--- src/rtl/wb_regfile.sv ---
// RV32I write-back register file: x1..x31 storage, two combinational source
// ports with optional write-through, a handshaked debug read port and a commit counter.
module wb_regfile #(
  parameter int DATA_WIDTH = 32,
  parameter bit BYPASS_EN  = 1'b1
) (
  input  logic                  clk,
  input  logic                  rst_n,
  input  logic [4:0]            mem_wb_rd,
  input  logic                  mem_wb_reg_write,
  input  logic [DATA_WIDTH-1:0] mem_wb_wdata,
  input  logic [4:0]            id_rs1,
  input  logic [4:0]            id_rs2,
  output logic [DATA_WIDTH-1:0] id_rs1_data,
  output logic [DATA_WIDTH-1:0] id_rs2_data,
  input  logic                  dbg_req,
  input  logic [4:0]            dbg_addr,
  output logic                  dbg_ack,
  output logic [DATA_WIDTH-1:0] dbg_rdata,
  output logic [31:0]           wb_count
);

  localparam logic [0:0] ST_IDLE = 1'b0;
  localparam logic [0:0] ST_ACK  = 1'b1;

  logic [DATA_WIDTH-1:0] regs [1:31];
  logic                  commit;
  logic [0:0]            state;
  logic [0:0]            state_next;
  logic [DATA_WIDTH-1:0] dbg_value;

  // x0 is hardwired, so a write addressed to it is neither stored nor counted.
  assign commit = mem_wb_reg_write && (mem_wb_rd != 5'd0);

  function automatic logic [DATA_WIDTH-1:0] read_value(input logic [4:0] idx);
    logic [DATA_WIDTH-1:0] value;
    if (idx == 5'd0) begin
      value = '0;
    end else if (BYPASS_EN && commit && (mem_wb_rd == idx)) begin
      value = mem_wb_wdata;
    end else begin
      value = regs[idx];
    end
    return value;
  endfunction

  always_ff @(posedge clk or negedge rst_n) begin
    if (!rst_n) begin
      for (int i = 1; i < 32; i++) begin
        regs[i] <= '0;
      end
    end else if (commit) begin
      regs[mem_wb_rd] <= mem_wb_wdata;
    end
  end

  always_ff @(posedge clk or negedge rst_n) begin
    if (!rst_n) begin
      wb_count <= 32'd0;
    end else if (commit) begin
      wb_count <= wb_count + 32'd1;
    end
  end

  always_comb begin
    id_rs1_data = read_value(id_rs1);
    id_rs2_data = read_value(id_rs2);
    dbg_value   = read_value(dbg_addr);
  end

  // ACK always falls back to IDLE, so a held request acks every other cycle.
  always_comb begin
    state_next = state;
    case (state)
      ST_IDLE: if (dbg_req) state_next = ST_ACK;
      ST_ACK:  state_next = ST_IDLE;
      default: state_next = ST_IDLE;
    endcase
  end

  always_ff @(posedge clk or negedge rst_n) begin
    if (!rst_n) begin
      state <= ST_IDLE;
    end else begin
      state <= state_next;
    end
  end

  always_ff @(posedge clk or negedge rst_n) begin
    if (!rst_n) begin
      dbg_rdata <= '0;
    end else if ((state == ST_IDLE) && dbg_req) begin
      dbg_rdata <= dbg_value;
    end
  end

  // Decoded from the state flop so reset removes the ack without waiting for an edge.
  assign dbg_ack = (state == ST_ACK);

endmodule

--- config.mk ---
export PLATFORM = sky130hd
export DESIGN_NAME = wb_regfile
export DESIGN_NICKNAME = d
export VERILOG_FILES = /design/src/rtl/wb_regfile.sv
export SDC_FILE = /design/constraint.sdc
export NUM_CORES = 2
export LEC_CHECK = 0
export ABC_CLOCK_PERIOD_IN_PS = 5710
export CAP_MARGIN = 15
export CORE_AREA = 5 5 469 471
export DETAILED_ROUTE_END_ITERATION = 6
export DIE_AREA = 0 0 474 476
export GPL_TIMING_DRIVEN = 0
export HOLD_SLACK_MARGIN = 0.06
export SLEW_MARGIN = 20
export SYNTH_ARGS = -nofsm -noshare
export SYNTH_HDL_FRONTEND = slang
export SYNTH_SLANG_ARGS = --single-unit
export TNS_END_PERCENT = 5
--- constraint.sdc ---
create_clock -name clk -period 5.71 [get_ports clk]
set_input_delay 0.571 -clock clk [delete_from_list [all_inputs] [get_ports clk]]
set_output_delay 0.571 -clock clk [all_outputs]
set_load 0.02 [all_outputs]
=== Yosys cells after proc, flatten, opt, wreduce, memory -nomap -nowiden ===
Index checks and enable logic that the tools add are counted.

* Bits of input ports: 56
* Flip-flop bits (word level): 1057
* Output and inout port bits: 129
* Logic and storage cells: 78

* Equality and inequality tests: 3
* Mux-type cells: 20
* Bitwise logic cells: 5
* Add/sub/neg operators: 1
* Reduce and logical (&&, ||, !) cells: 10
* $lt $le $gt $ge: 5

{| class="wikitable"
|+ Operators by type and width
! kind !! number
|-
| $bwmux W992 || 1
|-
| $bmux W32 S5 || 3
|-
| $mux W32 || 13
|-
| $demux W32 S5 || 1
|-
| $add A32 B1 Y32 const B || 1
|-
| $ge A6 B6 Y1 const B || 4
|-
| $not A5 Y6 || 4
|-
| $eq A5 B5 Y1 || 3
|-
| $logic_not A5 Y1 || 3
|-
| $logic_and A1 B1 Y1 || 6
|-
| $lt A6 B1 Y1 const B || 1
|-
| $reduce_bool A5 Y1 || 1
|-
| $pmux W1 S2 || 1
|-
| $mux W1 || 1
|-
| $not A1 Y1 || 1
|}

=== Logic depth before layout (Yosys ltp) ===
* Depth after elaboration: 6
* Mapped depth: 9
* Gate-level depth less buffers: 6

=== Worst setup path after synthesis ===
OpenSTA, ideal clock, no wires.

* Path kind: input port to output port
* From: input port id_rs1[1]
* To: output port id_rs1_data[13]
* Stages: 8
* Data arrival time: 2474 ps
* Required time: 5139 ps
* Path buffers: 4
* Path slack: 2665 ps
* Cell sequence: buf_2 > buf_2 > clkbuf_1 > buf_2 > mux4_2 > a221oi_1 > nor3_1 > a221o_1

* Longest elaborated chain between the ends: 6
* Elaborated cells on any way between the ends: 9
* Classes of those cells: eq/ne (1); mux (5); bitwise (1); reduce/logical (2)

{| class="wikitable"
|+ RTL lines
! what !! line !! text
|-
| start: declaration || 12 || <nowiki>input logic [4:0] id_rs1,</nowiki>
|-
| $not A5 Y6 (implied by the code) || 42 || <nowiki>value = regs[idx];</nowiki>
|-
| $bmux W32 S5 || 42 ||
|-
| $mux W32 (implied by the code) (2 in a row) || 42 ||
|-
| $mux W32 || 39 || <nowiki>end else if (BYPASS_EN && commit && (mem_wb_rd == idx)) begin</nowiki>
|-
| $mux W32 (*) || 37 || <nowiki>if (idx == 5'd0) begin</nowiki>
|-
| end: declaration || 14 || <nowiki>output logic [DATA_WIDTH-1:0] id_rs1_data,</nowiki>
|}

Every way passes the cells marked *; elsewhere a longest branch is shown, timed or not. The select of a mux whose other input is x is not followed.

=== Final worst setup path ===
* From: input port id_rs2[0]
* To: output port id_rs2_data[30]

* Longest elaborated chain between the ends: 6
* Elaborated cells on any way between the ends: 9
* Classes of those cells: eq/ne (1); mux (5); bitwise (1); reduce/logical (2)

{| class="wikitable"
|+ RTL lines
! what !! line !! text
|-
| start: declaration || 13 || <nowiki>input logic [4:0] id_rs2,</nowiki>
|-
| $not A5 Y6 (implied by the code) || 42 ||
|-
| $bmux W32 S5 || 42 ||
|-
| $mux W32 (implied by the code) (2 in a row) || 42 ||
|-
| $mux W32 || 39 ||
|-
| $mux W32 (*) || 37 ||
|-
| end: declaration || 15 || <nowiki>output logic [DATA_WIDTH-1:0] id_rs2_data,</nowiki>
|}

Marked as above.

==> out/results.ini <==
[synth]
synth-seq-area-share = 0.4114
synth-warning-count = 0
netlist_area_mm2 = 0.06430
ys_ff_latch = 1057
synth.largest_area_cell = dfrtp_1
netlist.area_leader.share = 0.4114
synth_area_leaders = dfrtp_1, mux4_2, mux2_1
async_flop_share = 1.000
ys_types = 67
synth_area_per_cell_um2 = 13.83
mappedNetlistNets = 4706
synth_cells = 4649
synth-main-ff-cell = dfrtp_1
synth_edf_count = 0

[critical_path]
cp-start-kind = primary input
max_stage_delay_ns = 0.94
worstSetupPathType = primary input to primary output
crit_path_frequent_cell = buf_4
arrival_ns = 5.37
cp.required_ns = 5.14
cp_num_buf_inv = 5
cp_max_fo = 10
endpoint_kind = primary output
crit_family = buffers and inverters
path_cells = buf_2, buf_4, buf_4, xor2_1, nor3_1, nand4_1, clkbuf_1, a31oi_1, clkdlybuf4s50_1
cpMaxStageDelayCell = nand4_1

[floorplanning]
die_width_um = 474
die-area_mm2 = 0.2256
io_pins = 185
rows = 171
start_util = 0.2981
fp.dieH_um = 476
design.core.area_mm2 = 0.2157

[power]
peakVddDrop_v = 0.0002676
p_leak_nw = 31.16
p_per_area_mw_per_mm2 = 345.7

[route]
via_per_inst = 6.669
ant_nets = 0
drt_iter0_drc = 9288
firstDrtPassIters = 7
wirelength_mm = 326.8
dr_total_vias = 53063
wire_per_inst_um = 41.07
post-route-drc-count = 15

[timing]
finalSetupViolations = 15
slew_violations = 0
fin_ws_ns = -0.2267
hold_viol = 0
period_needed_ns = 5.937
rsz0062_at_grt = false
tightest_slew_ns = 1.379
fin_crit_sh = 1.040
whs_ns = 0.3052
fin_skew_ns = 0.04793
fin_setup_tns_ns = -0.8200
max_freq_mhz = 168.4
relSlewSlack = 0.08060

[global_routing]
grt_max_degree = 148
antenna_found_initial = 28
grt.overflow.total = 0
grt_pass1_wl_mm = 438.4
grt_pass1_vias = 51575
grt_usage = 0.2831

[placed_design]
gp_congestion = 1.033
hpwlAfterDp_mm = 222.5
portBuffers = 173
postPlaceCellArea_mm2 = 0.07024

[clock_network]
cts_tree = done
cts_buffers = 121
cts_setup_buffers = 0
clk_latency_ns = 0.83
clock-sinks = 1057
clkTransAtPathRegs_ns = 0.06
cts_max_level = 3
root_buffer = clkbuf_16
cts_buffer_depth = 3

[status]
run_status = finished, violations left
violations = design-rule violations, negative setup slack

[cells_and_area]
syn2layout_area_growth_pct = 16.31
nFillCells = 21024
final_nets = 5028
drive_above_1_share = 0.2444
fin_area_mm2 = 0.07479

[min_path]
hp-class = primary input to flop

[run]
max-cap-violations = 0

## final cells by class
type | count | area (um2) | share of cell area
Multi-Input combinational cell | 3056 | 35510 | 0.4748
Inverter | 13 | 48.80 | 0.0006525
Buffer | 523 | 2434 | 0.03254
Tap cell | 2854 | 3571 | 0.04775
Clock inverter | 51 | 818.3 | 0.01094
Clock buffer | 174 | 3611 | 0.04828
Antenna cell | 30 | 75.07 | 0.001004
Sequential cell | 1057 | 26450 | 0.3537
Timing Repair Buffer | 199 | 2268 | 0.03033
## sequential cells by signal, summed over array words and instances (netlist names)
signal	count
dbg_ack	1
dbg_rdata	32
regs	992
wb_count	32
## cells in the final DEF, fill, tap and decap left out, types with 94 or more instances in the layout
cell,n
a221oi_1,96
buf_2,163
clkbuf_1,246
clkbuf_16,124
clkdlybuf4s50_1,172
dfrtp_1,1057
mux2_1,924
mux2_2,94
mux2i_1,214
mux4_2,623
nand2_1,163
## worst register-to-register path: cells and delay by family (launching register included)
kind,cells,cell delay [ns]
and+or+nand+nor,3,1.88
AOI/OAI and AO/OA,2,1.24
buffers and inverters,1,0.48
DFF,1,0.38
## stage by stage
| stage | total power [mW] | setup slack, ns | std cells | utilization |
|---|---|---|---|---|
| floorplan | 14.17 | 2.666 | 4649 | - |
| global placement | 16.60 | -45.07 | 7676 | 0.3227 |
| detailed placement | 16.82 | 0.05737 | 7700 | 0.3257 |
| CTS | 25.57 | 0.03459 | 7926 | 0.3463 |
| global route | 26.55 | 0.02361 | 7931 | 0.3465 |
| finish | 25.85 | -0.2267 | 7957 | 0.3468 |
## routing by layer
metal	global-route usage	vias up	part of all wire
met4	0.2165	14	0.094
met2	0.3878	4924	0.40
li1	-	19192	-
met1	0.3289	27494	0.35
met5	0.006610	-	0.00040
met3	0.1536	1439	0.16
## kinds of logic (layout without fill, tap and decap cells)
group           Yosys count  in the layout  synth area share
compound gates          670            670           0.07832
xor+xnor                 46             46          0.006266
fa+ha+maj                 1              1         0.0001946
buf+inv                 536            960           0.03678
flops                  1057           1057            0.4114
mux                    1855           1855            0.4298
other cells               0             30                 0
simple gates            484            484           0.03728
## final timing paths
check	from	to	slack (ns)	cells after the start
max in group asynchronous	rst_n	regs[136]	3.06	5
hold / removal	mem_wb_wdata[28]	regs[220]	0.31	2
hold reg to reg	wb_count[31]	wb_count[31]	0.47	1
setup / recovery	id_rs2[0]	id_rs2_data[30]	-0.23	9
setup reg to reg	dbg_ack	dbg_rdata[13]	1.69	6
min in group asynchronous	rst_n	regs[603]	0.32	2
## cell usage after synthesis, types with 64 or more instances
cell type,n
dfrtp_1,1057
mux2_1,924
mux4_2,623
clkbuf_1,314
mux2i_1,214
nand2_1,163
buf_2,156
a221oi_1,96
mux2_2,94
a22oi_1,86
nor2_1,78
o21ai_1,78
a22o_1,75
o22ai_1,68
nor3_1,64
## power breakdown
part	switching [mW]	total, mW	internal (mW)
combinational	3.27	6.59	3.31
clock	3.56	8.84	5.28
sequential	1.50	10.4	8.92
## repair_timing
action / CTS / global route
hold endpoints to repair: 81 / 0
gates resized for setup: 0 / 0
hold buffers: 1 / 0
Power figures use the tool's default switching activity.
